===== src/rtl/uart_pkg.sv =====
// Shared UART definitions: flow-control byte values and the receiver FSM states.
package uart_pkg;

    localparam logic [7:0] XON  = 8'h11;
    localparam logic [7:0] XOFF = 8'h13;

    typedef enum logic [2:0] {
        IDLE,
        START,
        DATA,
        STOP,
        WAIT_HIGH
    } rx_state_e;

endpackage


===== src/rtl/sync_2ff.sv =====
// Two-flop synchronizer for a single asynchronous input bit, with a
// selectable reset level so an idle-high line does not look active after reset.
module sync_2ff #(
    parameter logic RST_VAL = 1'b1
) (
    input  logic clk_i,
    input  logic rst_in,
    input  logic d_i,
    output logic q_o
);

    logic meta;

    // NOTE: sequential state uses non-blocking assignments so both flops
    // capture the pre-edge values and the chain really is two stages deep.
    always_ff @(posedge clk_i or negedge rst_in) begin
        if (!rst_in) begin
            meta <= RST_VAL;
            q_o  <= RST_VAL;
        end else begin
            meta <= d_i;
            q_o  <= meta;
        end
    end

endmodule


===== src/rtl/uart_rx.sv =====
// 8N1 UART receiver with start-bit glitch rejection, framing-error pulse
// and an XON/XOFF-driven pause flag for the local transmitter.
module uart_rx
    import uart_pkg::*;
#(
    parameter int unsigned CLK_PER_BIT = 868
) (
    input  logic       clk_i,
    input  logic       rst_in,
    input  logic       rx_i,
    output logic [7:0] data_o,
    output logic       stb_o,
    output logic       frame_err_o,
    output logic       xoff_o
);

    localparam int unsigned CNT_W = $clog2(CLK_PER_BIT);
    localparam logic [CNT_W-1:0] HALF_LAST = CNT_W'(CLK_PER_BIT / 2 - 1);
    localparam logic [CNT_W-1:0] BIT_LAST  = CNT_W'(CLK_PER_BIT - 1);

    logic             rx_s;
    rx_state_e        state_q, state_d;
    logic [CNT_W-1:0] cnt_q, cnt_d;
    logic [2:0]       bit_cnt_q, bit_cnt_d;
    logic [7:0]       shift_q, shift_d;
    logic [7:0]       data_q, data_d;
    logic             stb_q, stb_d;
    logic             ferr_q, ferr_d;
    logic             xoff_q, xoff_d;

    sync_2ff #(
        .RST_VAL(1'b1)
    ) u_sync (
        .clk_i (clk_i),
        .rst_in(rst_in),
        .d_i   (rx_i),
        .q_o   (rx_s)
    );

    always_ff @(posedge clk_i or negedge rst_in) begin
        if (!rst_in) begin
            state_q   <= IDLE;
            cnt_q     <= '0;
            bit_cnt_q <= '0;
            shift_q   <= '0;
            data_q    <= '0;
            stb_q     <= 1'b0;
            ferr_q    <= 1'b0;
            xoff_q    <= 1'b0;
        end else begin
            state_q   <= state_d;
            cnt_q     <= cnt_d;
            bit_cnt_q <= bit_cnt_d;
            shift_q   <= shift_d;
            data_q    <= data_d;
            stb_q     <= stb_d;
            ferr_q    <= ferr_d;
            xoff_q    <= xoff_d;
        end
    end

    always_comb begin
        // NOTE: every signal gets a default before the case so no path
        // leaves one unassigned, which would otherwise infer a latch.
        state_d   = state_q;
        cnt_d     = cnt_q;
        bit_cnt_d = bit_cnt_q;
        shift_d   = shift_q;
        data_d    = data_q;
        stb_d     = 1'b0;
        ferr_d    = 1'b0;
        xoff_d    = xoff_q;

        case (state_q)
            IDLE: begin
                cnt_d = '0;
                if (!rx_s) begin
                    state_d   = START;
                    bit_cnt_d = '0;
                end
            end

            START: begin
                // Half a bit in: a line that is high again was only a glitch.
                if (cnt_q == HALF_LAST) begin
                    cnt_d   = '0;
                    state_d = rx_s ? IDLE : DATA;
                end else begin
                    cnt_d = cnt_q + 1'b1;
                end
            end

            DATA: begin
                if (cnt_q == BIT_LAST) begin
                    cnt_d     = '0;
                    shift_d   = {rx_s, shift_q[7:1]};
                    bit_cnt_d = bit_cnt_q + 1'b1;
                    if (bit_cnt_q == 3'd7) begin
                        state_d = STOP;
                    end
                end else begin
                    cnt_d = cnt_q + 1'b1;
                end
            end

            STOP: begin
                // Leaving at mid stop bit lets a back-to-back start bit be seen.
                if (cnt_q == BIT_LAST) begin
                    cnt_d = '0;
                    if (rx_s) begin
                        data_d  = shift_q;
                        stb_d   = 1'b1;
                        state_d = IDLE;
                        if (shift_q == XOFF) begin
                            xoff_d = 1'b1;
                        end else if (shift_q == XON) begin
                            xoff_d = 1'b0;
                        end
                    end else begin
                        ferr_d  = 1'b1;
                        state_d = WAIT_HIGH;
                    end
                end else begin
                    cnt_d = cnt_q + 1'b1;
                end
            end

            WAIT_HIGH: begin
                if (rx_s) begin
                    state_d = IDLE;
                end
            end

            default: begin
                state_d = IDLE;
            end
        endcase
    end

    assign data_o      = data_q;
    assign stb_o       = stb_q;
    assign frame_err_o = ferr_q;
    assign xoff_o      = xoff_q;

endmodule

===== config.mk =====
export PLATFORM = sky130hd
export DESIGN_NAME = uart_rx
export DESIGN_NICKNAME = d
export VERILOG_FILES = /design/src/rtl/uart_pkg.sv /design/src/rtl/sync_2ff.sv /design/src/rtl/uart_rx.sv
export SDC_FILE = /design/constraint.sdc
export NUM_CORES = 1
export LEC_CHECK = 0
export BUFFER_PORTS_ARGS = -buffer_cell sky130_fd_sc_hd__buf_2
export CAP_MARGIN = 25
export CORE_MARGIN = 3
export CORE_UTILIZATION = 25
export DETAILED_ROUTE_END_ITERATION = 7
export GPL_ROUTABILITY_DRIVEN = 0
export SLEW_MARGIN = 40
export SYNTH_ARGS = -nofsm -noshare
export SYNTH_HDL_FRONTEND = slang
export SYNTH_SLANG_ARGS = --single-unit

===== constraint.sdc =====
create_clock -name clk_i -period 4.1 [get_ports clk_i]
set_clock_uncertainty 0.05 [all_clocks]
set_input_delay 0.82 -clock clk_i [delete_from_list [all_inputs] [get_ports clk_i]]
set_output_delay 0.82 -clock clk_i [all_outputs]
set_load 0.02 [all_outputs]

==> results.json, run 1 <==
{
  "timing.hold.worst_path_depth": 0,
  "antenna_left": 0,
  "cts_tree": "built",
  "r2r_setup_slack_ns": 2.11,
  "num-nets-final": 172,
  "post_route_worst_hold_slack_ns": 0.307,
  "ratio_of_total_power_to_cell_area_nw_per_um2": 339,
  "root_buffer": "sky130_fd_sc_hd__clkbuf_8",
  "yosys_warnings": 0,
  "yosys_most_used_dff": "sky130_fd_sc_hd__dfrtp_1",
  "run_status": "finished clean",
  "cell_type_with_the_highest_aggregate_area_in_the_netlist": "sky130_fd_sc_hd__dfrtp_1",
  "max_freq_mhz": 502,
  "mappedNetlistNets": 158,
  "first_global_vias": 1102,
  "cts_num_sinks": 37,
  "num-fill-cells": 735,
  "proportion_of_synthesized_chip_area_in_sequential_cells_pct": 52.2,
  "post_drt_via_cell_ratio": 4.43,
  "cts_buffers": 5,
  "startpoint_of_the_tightest_hold_check_path": "u_sync.meta",
  "max_slew.worst_pin.slew_ns": 0.742,
  "first_pass_grt_wire_length_um": 5450,
  "max_slew_margin_pct": 50.5,
  "detail_route.first_pass.iterations": 4,
  "place_inst": 254,
  "cp_max_fo": 10,
  "drt_first_iter_violations": 84,
  "final.period_utilization_pct": 48.6,
  "cellLeakagePower_nw": 0.977,
  "reg2reg_from": "cnt_q[0]",
  "setup_viol": 0,
  "critPathCaptureType": "flop",
  "wl_per_cell_um": 12.0,
  "worst-endpoint-required_ns": 4.21,
  "path_clk_slew_ns": 0.07,
  "number_of_post_cts_setup_repair_buffers": 0,
  "clk_latency_ns": 0.28,
  "grt_antenna_before_repair": 0,
  "route.vias.total": 1160,
  "floorplan.core_area_um2": 6830,
  "grt_setup_unrepaired": "no",
  "die_footprint_um2": 8160,
  "postSynthRegisterBits": 37,
  "cts.hold.buffers_added": 0,
  "drive_gt1_share_pct": 29.5,
  "stdcell_count": 262,
  "synth_async_sr_flop_share_pct": 100,
  "yosys-top-cells-area": "sky130_fd_sc_hd__dfrtp_1 49%, sky130_fd_sc_hd__mux2_2 10%, sky130_fd_sc_hd__nand2_1 3.2%",
  "ctsHtreeMaxLevel": 2,
  "synth_top_area_share_pct": 49.3,
  "n_antenna_cell": 0,
  "crit_type": "flop to flop",
  "holdPathEnd": "u_sync.q_o",
  "rows": 30,
  "grt.total_usage_pct": 8.05,
  "cp_slowest_cell": "sky130_fd_sc_hd__dfrtp_1",
  "avgSynthCellArea_um2": 11.8,
  "critPathLaunch": "cnt_q[0]",
  "totalNegativeSetupSlack_ns": 0,
  "port-buffer-count": 13,
  "netlist-cell-type-count": 47,
  "post_cts_resized": 0,
  "die-height_um": 90.3,
  "finalCriticalPeriod_ns": 1.99,
  "crit_path_cell_trace": "ha_1 -> and2_1 -> and3_1 -> nand3_4 -> nor2_2 -> mux2_1",
  "final_hold_viol_count": 0,
  "maxSlewViolCount": 0,
  "crit-reg2reg-capture": "xoff_o",
  "critical_path.max_stage_delay_ns": 0.41,
  "area_delta_synth_final_pct": 15.4,
  "overflow": 0,
  "startpoint_type_of_the_worst_setup_path": "flop",
  "detailedPlacementHpwl_um": 2210,
  "floorplan.initialDensity_pct": 26.0,
  "critPathArrivalTime_ns": 2.10,
  "reg2reg_depth": 6,
  "drt-total-wl_um": 3150,
  "cts_buffer_depth": 2,
  "worst_ir_drop_vdd_mv": 0.108,
  "grt_start_max_net_pins": 38,
  "io-pin-count": 14,
  "synth_enable_flop_cells": 0,
  "die_width_um": 90.3,
  "maxCapViolations": 0,
  "hold_removal_path_class": "flop to flop",
  "synth.cell_area_um2": 1780,
  "detail_route.drc_violations": 0,
  "synth_cells": 151
}
## stage by stage
step	util (%)	total power [mW]	cell area, µm²	setup WS [ns]
floorplan	-	0.375	1780	2.33
detailed placement	28.3	0.384	1940	2.13
finish	30.0	0.696	2050	2.11
CTS	30.0	0.707	2050	2.11
global placement	28.3	0.384	1930	2.20
global route	30.0	0.726	2050	1.97
## layer usage
layer | up-vias | GRT usage, % | share of wire, %
li1 | 576 | - | -
met1 | 571 | 11.5 | 50
met2 | 9 | 12.1 | 47
met3 | 4 | 1.75 | 2.2
met4 | 0 | 2.68 | 1.2
met5 | - | 0 | 0
## cell families (layout without fill, tap and decap cells)
family / after synthesis / count (layout) / synth area share, %
xor+xnor: 2 / 2 / 0.985
buf+inv: 9 / 24 / 2.32
simple gates: 57 / 57 / 19.3
compound gates: 24 / 24 / 11.0
flops: 37 / 37 / 52.2
mux: 18 / 18 / 11.3
fa+ha+maj: 4 / 4 / 2.82
## worst max-delay path by stage
stage | cells after the start | to
finish | 6 | xoff_o
global route | 6 | xoff_o
CTS | 6 | xoff_o
detailed placement | 6 | xoff_o
global placement | 6 | xoff_o
floorplan | 6 | xoff_o
## registers in the layout, indices dropped and copies added (netlist names)
name and count:
cnt_q 10, data_o 8, shift_q 8, bit_cnt_q 3, state_q 3, frame_err_o 1, stb_o 1, u_sync.meta 1
u_sync.q_o 1, xoff_o 1
## layout make-up
class / instances / area (µm²) / area share, %
well taps: 96 / 120 / 5.85
clock buffers: 7 / 86.3 / 4.21
multi-input cells: 105 / 808 / 39.4
flip-flops and latches: 37 / 928 / 45.2
inverters: 3 / 11.3 / 0.549
clock inverters: 1 / 30.0 / 1.46
repair buffers: 13 / 67.6 / 3.29
## placed cells by master (no fill, tap or decap), drive strengths merged, types with 2 or more instances in the layout
cell,n
and2,3
dfrtp,35
inv,3
a22o,5
nand4,2
nor2,12
and4bb,2
nand2,15
buf,13
o21ai,5
a311o,2
mux2,17
ha,4
clkbuf,7
o21a,2
nor4,2
nor3,3
o211ai,2
or3,2
or2,3
xor2,2
nand3,6
and3,3
dfstp,2
## critical path, delay by kind of cell, from the launching register on
family / cells / cell delay (ns)
AND/OR/NAND/NOR: 4 / 0.87
multiplexers: 1 / 0.32
flip-flops: 1 / 0.41
adder cells (fa/ha/maj): 1 / 0.22
## where the power goes
| part | internal, mW | switching (mW) |
|---|---|---|
| combinational | 0.00120 | 0.00736 |
| clock | 0.198 | 0.122 |
| sequential | 0.367 | 0.00103 |
## synthesized netlist by cell type, types with 2 or more instances
master / number
sky130_fd_sc_hd__o21ai_0: 4
sky130_fd_sc_hd__and2_1: 3
sky130_fd_sc_hd__nor3_1: 3
sky130_fd_sc_hd__or3_1: 2
sky130_fd_sc_hd__dfstp_2: 2
sky130_fd_sc_hd__nor4_1: 2
sky130_fd_sc_hd__or2_2: 2
sky130_fd_sc_hd__clkbuf_1: 3
sky130_fd_sc_hd__mux2_2: 16
sky130_fd_sc_hd__inv_1: 3
sky130_fd_sc_hd__nand3_1: 3
sky130_fd_sc_hd__buf_4: 2
sky130_fd_sc_hd__ha_1: 4
sky130_fd_sc_hd__a311o_1: 2
sky130_fd_sc_hd__nand2_1: 15
sky130_fd_sc_hd__o21a_1: 2
sky130_fd_sc_hd__and3_1: 3
sky130_fd_sc_hd__xor2_1: 2
sky130_fd_sc_hd__nand3_4: 2
sky130_fd_sc_hd__dfrtp_1: 35
sky130_fd_sc_hd__a22o_1: 5
sky130_fd_sc_hd__nor2_1: 11
No activity file was read; power rests on OpenSTA's default activity.
==> run 2: changes to the inputs <==
==> constraint.sdc (replaced) <==
create_clock -name clk_i -period 1.7 [get_ports clk_i]
set_clock_uncertainty 0.05 [all_clocks]
set_input_delay 0.34 -clock clk_i [delete_from_list [all_inputs] [get_ports clk_i]]
set_output_delay 0.34 -clock clk_i [all_outputs]
set_load 0.02 [all_outputs]
==> run 2 against run 1 <==
  * Sequential share of layout area is 5.2 points lower
  * Total power increased by 140%
  * Register-to-register slack got worse by 2.1 ns
  * Largest power group unchanged
  * Final area grew 13%
  * Flip-flop and latch count stayed put
  * Maximum frequency up 18%
  * Setup slack worse by 2.1 ns
  * Count of clock-buffer cells in the layout fell by 1
  * Highest routed layer unchanged
==> results.json, run 2 (synthesis gave the netlist of run 1 again) <==
{
  "run_status": "finished clean",
  "critPathLaunch": "cnt_q[1]",
  "clk_latency_ns": 0.29,
  "antenna_left": 0,
  "cp_slowest_cell": "sky130_fd_sc_hd__or4_1",
  "grt_start_max_net_pins": 38,
  "r2r_setup_slack_ns": 0.02,
  "largest_reg_flops": 10,
  "startpoint_type_of_the_worst_setup_path": "flop",
  "grt.total_usage_pct": 9.16,
  "final_cell_mix": "35 x sky130_fd_sc_hd__dfrtp_1, 23 x sky130_fd_sc_hd__buf_4, 16 x sky130_fd_sc_hd__mux2_2, 15 x sky130_fd_sc_hd__nand2_1, 13 x sky130_fd_sc_hd__buf_2",
  "cp_max_fo": 3,
  "final_hold_viol_count": 0,
  "design_power_total_mw": 1.65,
  "ratio_of_total_power_to_cell_area_nw_per_um2": 713,
  "timing.critical_path.buf_inv": 0,
  "cts.hold.buffers_added": 0,
  "placed_cell_area_um2": 2130,
  "drt-total-wl_um": 3590,
  "place_inst": 276,
  "reg2reg_from": "cnt_q[1]",
  "max_slew_margin_pct": 68.2,
  "final_common_cell": "sky130_fd_sc_hd__dfrtp_1",
  "seqPwrFrac_pct": 53.6,
  "p_comb_share_pct": 1.4,
  "die_footprint_um2": 8160,
  "max_slew.worst_pin.slew_ns": 0.477,
  "power.internal_mw": 1.32,
  "cts_buffer_depth": 2,
  "cts_tree": "built",
  "crit-reg2reg-capture": "cnt_q[3]",
  "maxSlewViolCount": 0,
  "worst-endpoint-required_ns": 1.85,
  "io-pin-count": 14,
  "die-height_um": 90.3,
  "ctsHtreeMaxLevel": 2,
  "wl_per_cell_um": 12.5,
  "cts_buffers": 5,
  "num-fill-cells": 727,
  "drive_gt1_share_pct": 45.0,
  "post_route_worst_hold_slack_ns": 0.0463,
  "final.period_utilization_pct": 98.9,
  "path_clk_slew_ns": 0.07,
  "detail_route.drc_violations": 0,
  "final_core_utilization_pct": 33.9,
  "detailedPlacementHpwl_um": 2430,
  "stdcell_count": 287,
  "first_pass_grt_wire_length_um": 6100,
  "drt_first_iter_violations": 65,
  "max_freq_mhz": 595,
  "route.vias.total": 1277,
  "crit_path_cell_trace": "ha_2 -> and2_4 -> nand4_4 -> o211ai_4 -> or4_1 -> o211ai_1",
  "floorplan.core_area_um2": 6830,
  "setup_viol": 0,
  "cpLargestDelayFamily": "simple AND/OR/NAND/NOR gates",
  "crit_type": "flop to flop",
  "first_global_vias": 1261,
  "rows": 30,
  "root_buffer": "sky130_fd_sc_hd__clkbuf_8",
  "n_antenna_cell": 0,
  "power.switching_fraction_pct": 20.0,
  "area_delta_synth_final_pct": 30.4,
  "crit_cells": 6,
  "critPathCaptureType": "flop",
  "cts_num_sinks": 37,
  "post_drt_via_cell_ratio": 4.45,
  "cellLeakagePower_nw": 1.12,
  "hold_removal_path_class": "input port to asynchronous set/reset pin",
  "net-switching-power_mw": 0.330,
  "floorplan.initialDensity_pct": 26.0,
  "die_width_um": 90.3,
  "port-buffer-count": 13,
  "reg2reg_depth": 6,
  "finalCriticalPeriod_ns": 1.68,
  "fin_area_um2": 2320,
  "maxCapViolations": 0,
  "overflow": 0,
  "grt_setup_unrepaired": "yes",
  "detail_route.first_pass.iterations": 4,
  "power.share.clock_pct": 45.0,
  "worst_ir_drop_vdd_mv": 0.270,
  "biggest_register": "cnt_q",
  "critical_path.max_stage_delay_ns": 0.48,
  "critPathArrivalTime_ns": 1.83,
  "num-nets-final": 197,
  "setup.worst_path.end": "cnt_q[3]",
  "grt_antenna_before_repair": 0
}
-- run 2: cell types whose count changed in the layout (fill, tap and decap cells not counted), sizes merged --
cell	change
buf	+25
clkbuf	-1
clkinv	+1
-- run 2: worst min-delay path by stage --
stage                   end   startpoint  slack [ns]  depth (start not counted)
3_3_place_gp     u_sync.q_o  u_sync.meta        0.30                          0
6_report              stb_o       rst_in        0.05                          2
3_5_place_dp     u_sync.q_o  u_sync.meta        0.30                          0
2_1_floorplan  bit_cnt_q[0]       rst_in      -0.006                          0
4_1_cts           data_o[0]       rst_in        0.06                          2
5_1_grt        bit_cnt_q[0]       rst_in        0.08                          2
-- run 2: layout make-up --
| class | count | area (µm²) | share of cell area [%] |
|---|---|---|---|
| clock inverter | 2 | 35.0 | 1.51 |
| multi-input combinational | 105 | 873 | 37.7 |
| tap | 96 | 120 | 5.18 |
| clock buffer | 6 | 72.6 | 3.13 |
| inverter | 3 | 11.3 | 0.486 |
| timing repair buffer | 38 | 278 | 12.0 |
| sequential | 37 | 928 | 40.0 |
-- run 2: power groups by stage --
| stage | combinational [mW] | sequential, mW | clock, mW |
|---|---|---|---|
| 5_1_grt | 0.0266 | 0.887 | 0.818 |
| 2_1_floorplan | 0.00130 | 0.903 | 0 |
| 6_report | 0.0225 | 0.887 | 0.744 |
| 3_5_place_dp | 0.0242 | 0.904 | 0 |
| 3_3_place_gp | 0.0243 | 0.904 | 0 |
| 4_1_cts | 0.0245 | 0.886 | 0.769 |
-- run 2: worst register-to-register path: stages (launching register included) --
cell	delay [ns]
sky130_fd_sc_hd__dfrtp_1	0.40
sky130_fd_sc_hd__ha_2	0.21
sky130_fd_sc_hd__and2_4	0.15
sky130_fd_sc_hd__nand4_4	0.10
sky130_fd_sc_hd__o211ai_4	0.10
sky130_fd_sc_hd__or4_1	0.49
sky130_fd_sc_hd__o211ai_1	0.10
-- run 2: repair_timing --
item | CTS | global route
setup buffers | 1 | 2
endpoints found under the setup margin | 10 | 18
gates cloned | 0 | 0
pin swaps | 6 | 3
resized for setup | 5 | 10
-- run 2: layer usage --
layer	up-vias	wire length (µm)	GRT usage (%)
li1	626	-	-
met4	0	48	3.44
met3	4	103	2.92
met5	-	0	0
met1	635	1660	12.0
met2	12	1780	14.2
-- run 2: metrics by stage --
stage	worst slack (ns)	setup TNS [ns]
floorplan	-0.0430	-0.0430
global placement	-0.0208	-0.0980
detailed placement	-0.0628	-0.366
CTS	-0.0205	-0.0205
global route	-0.0607	-0.492
finish	0.0180	0
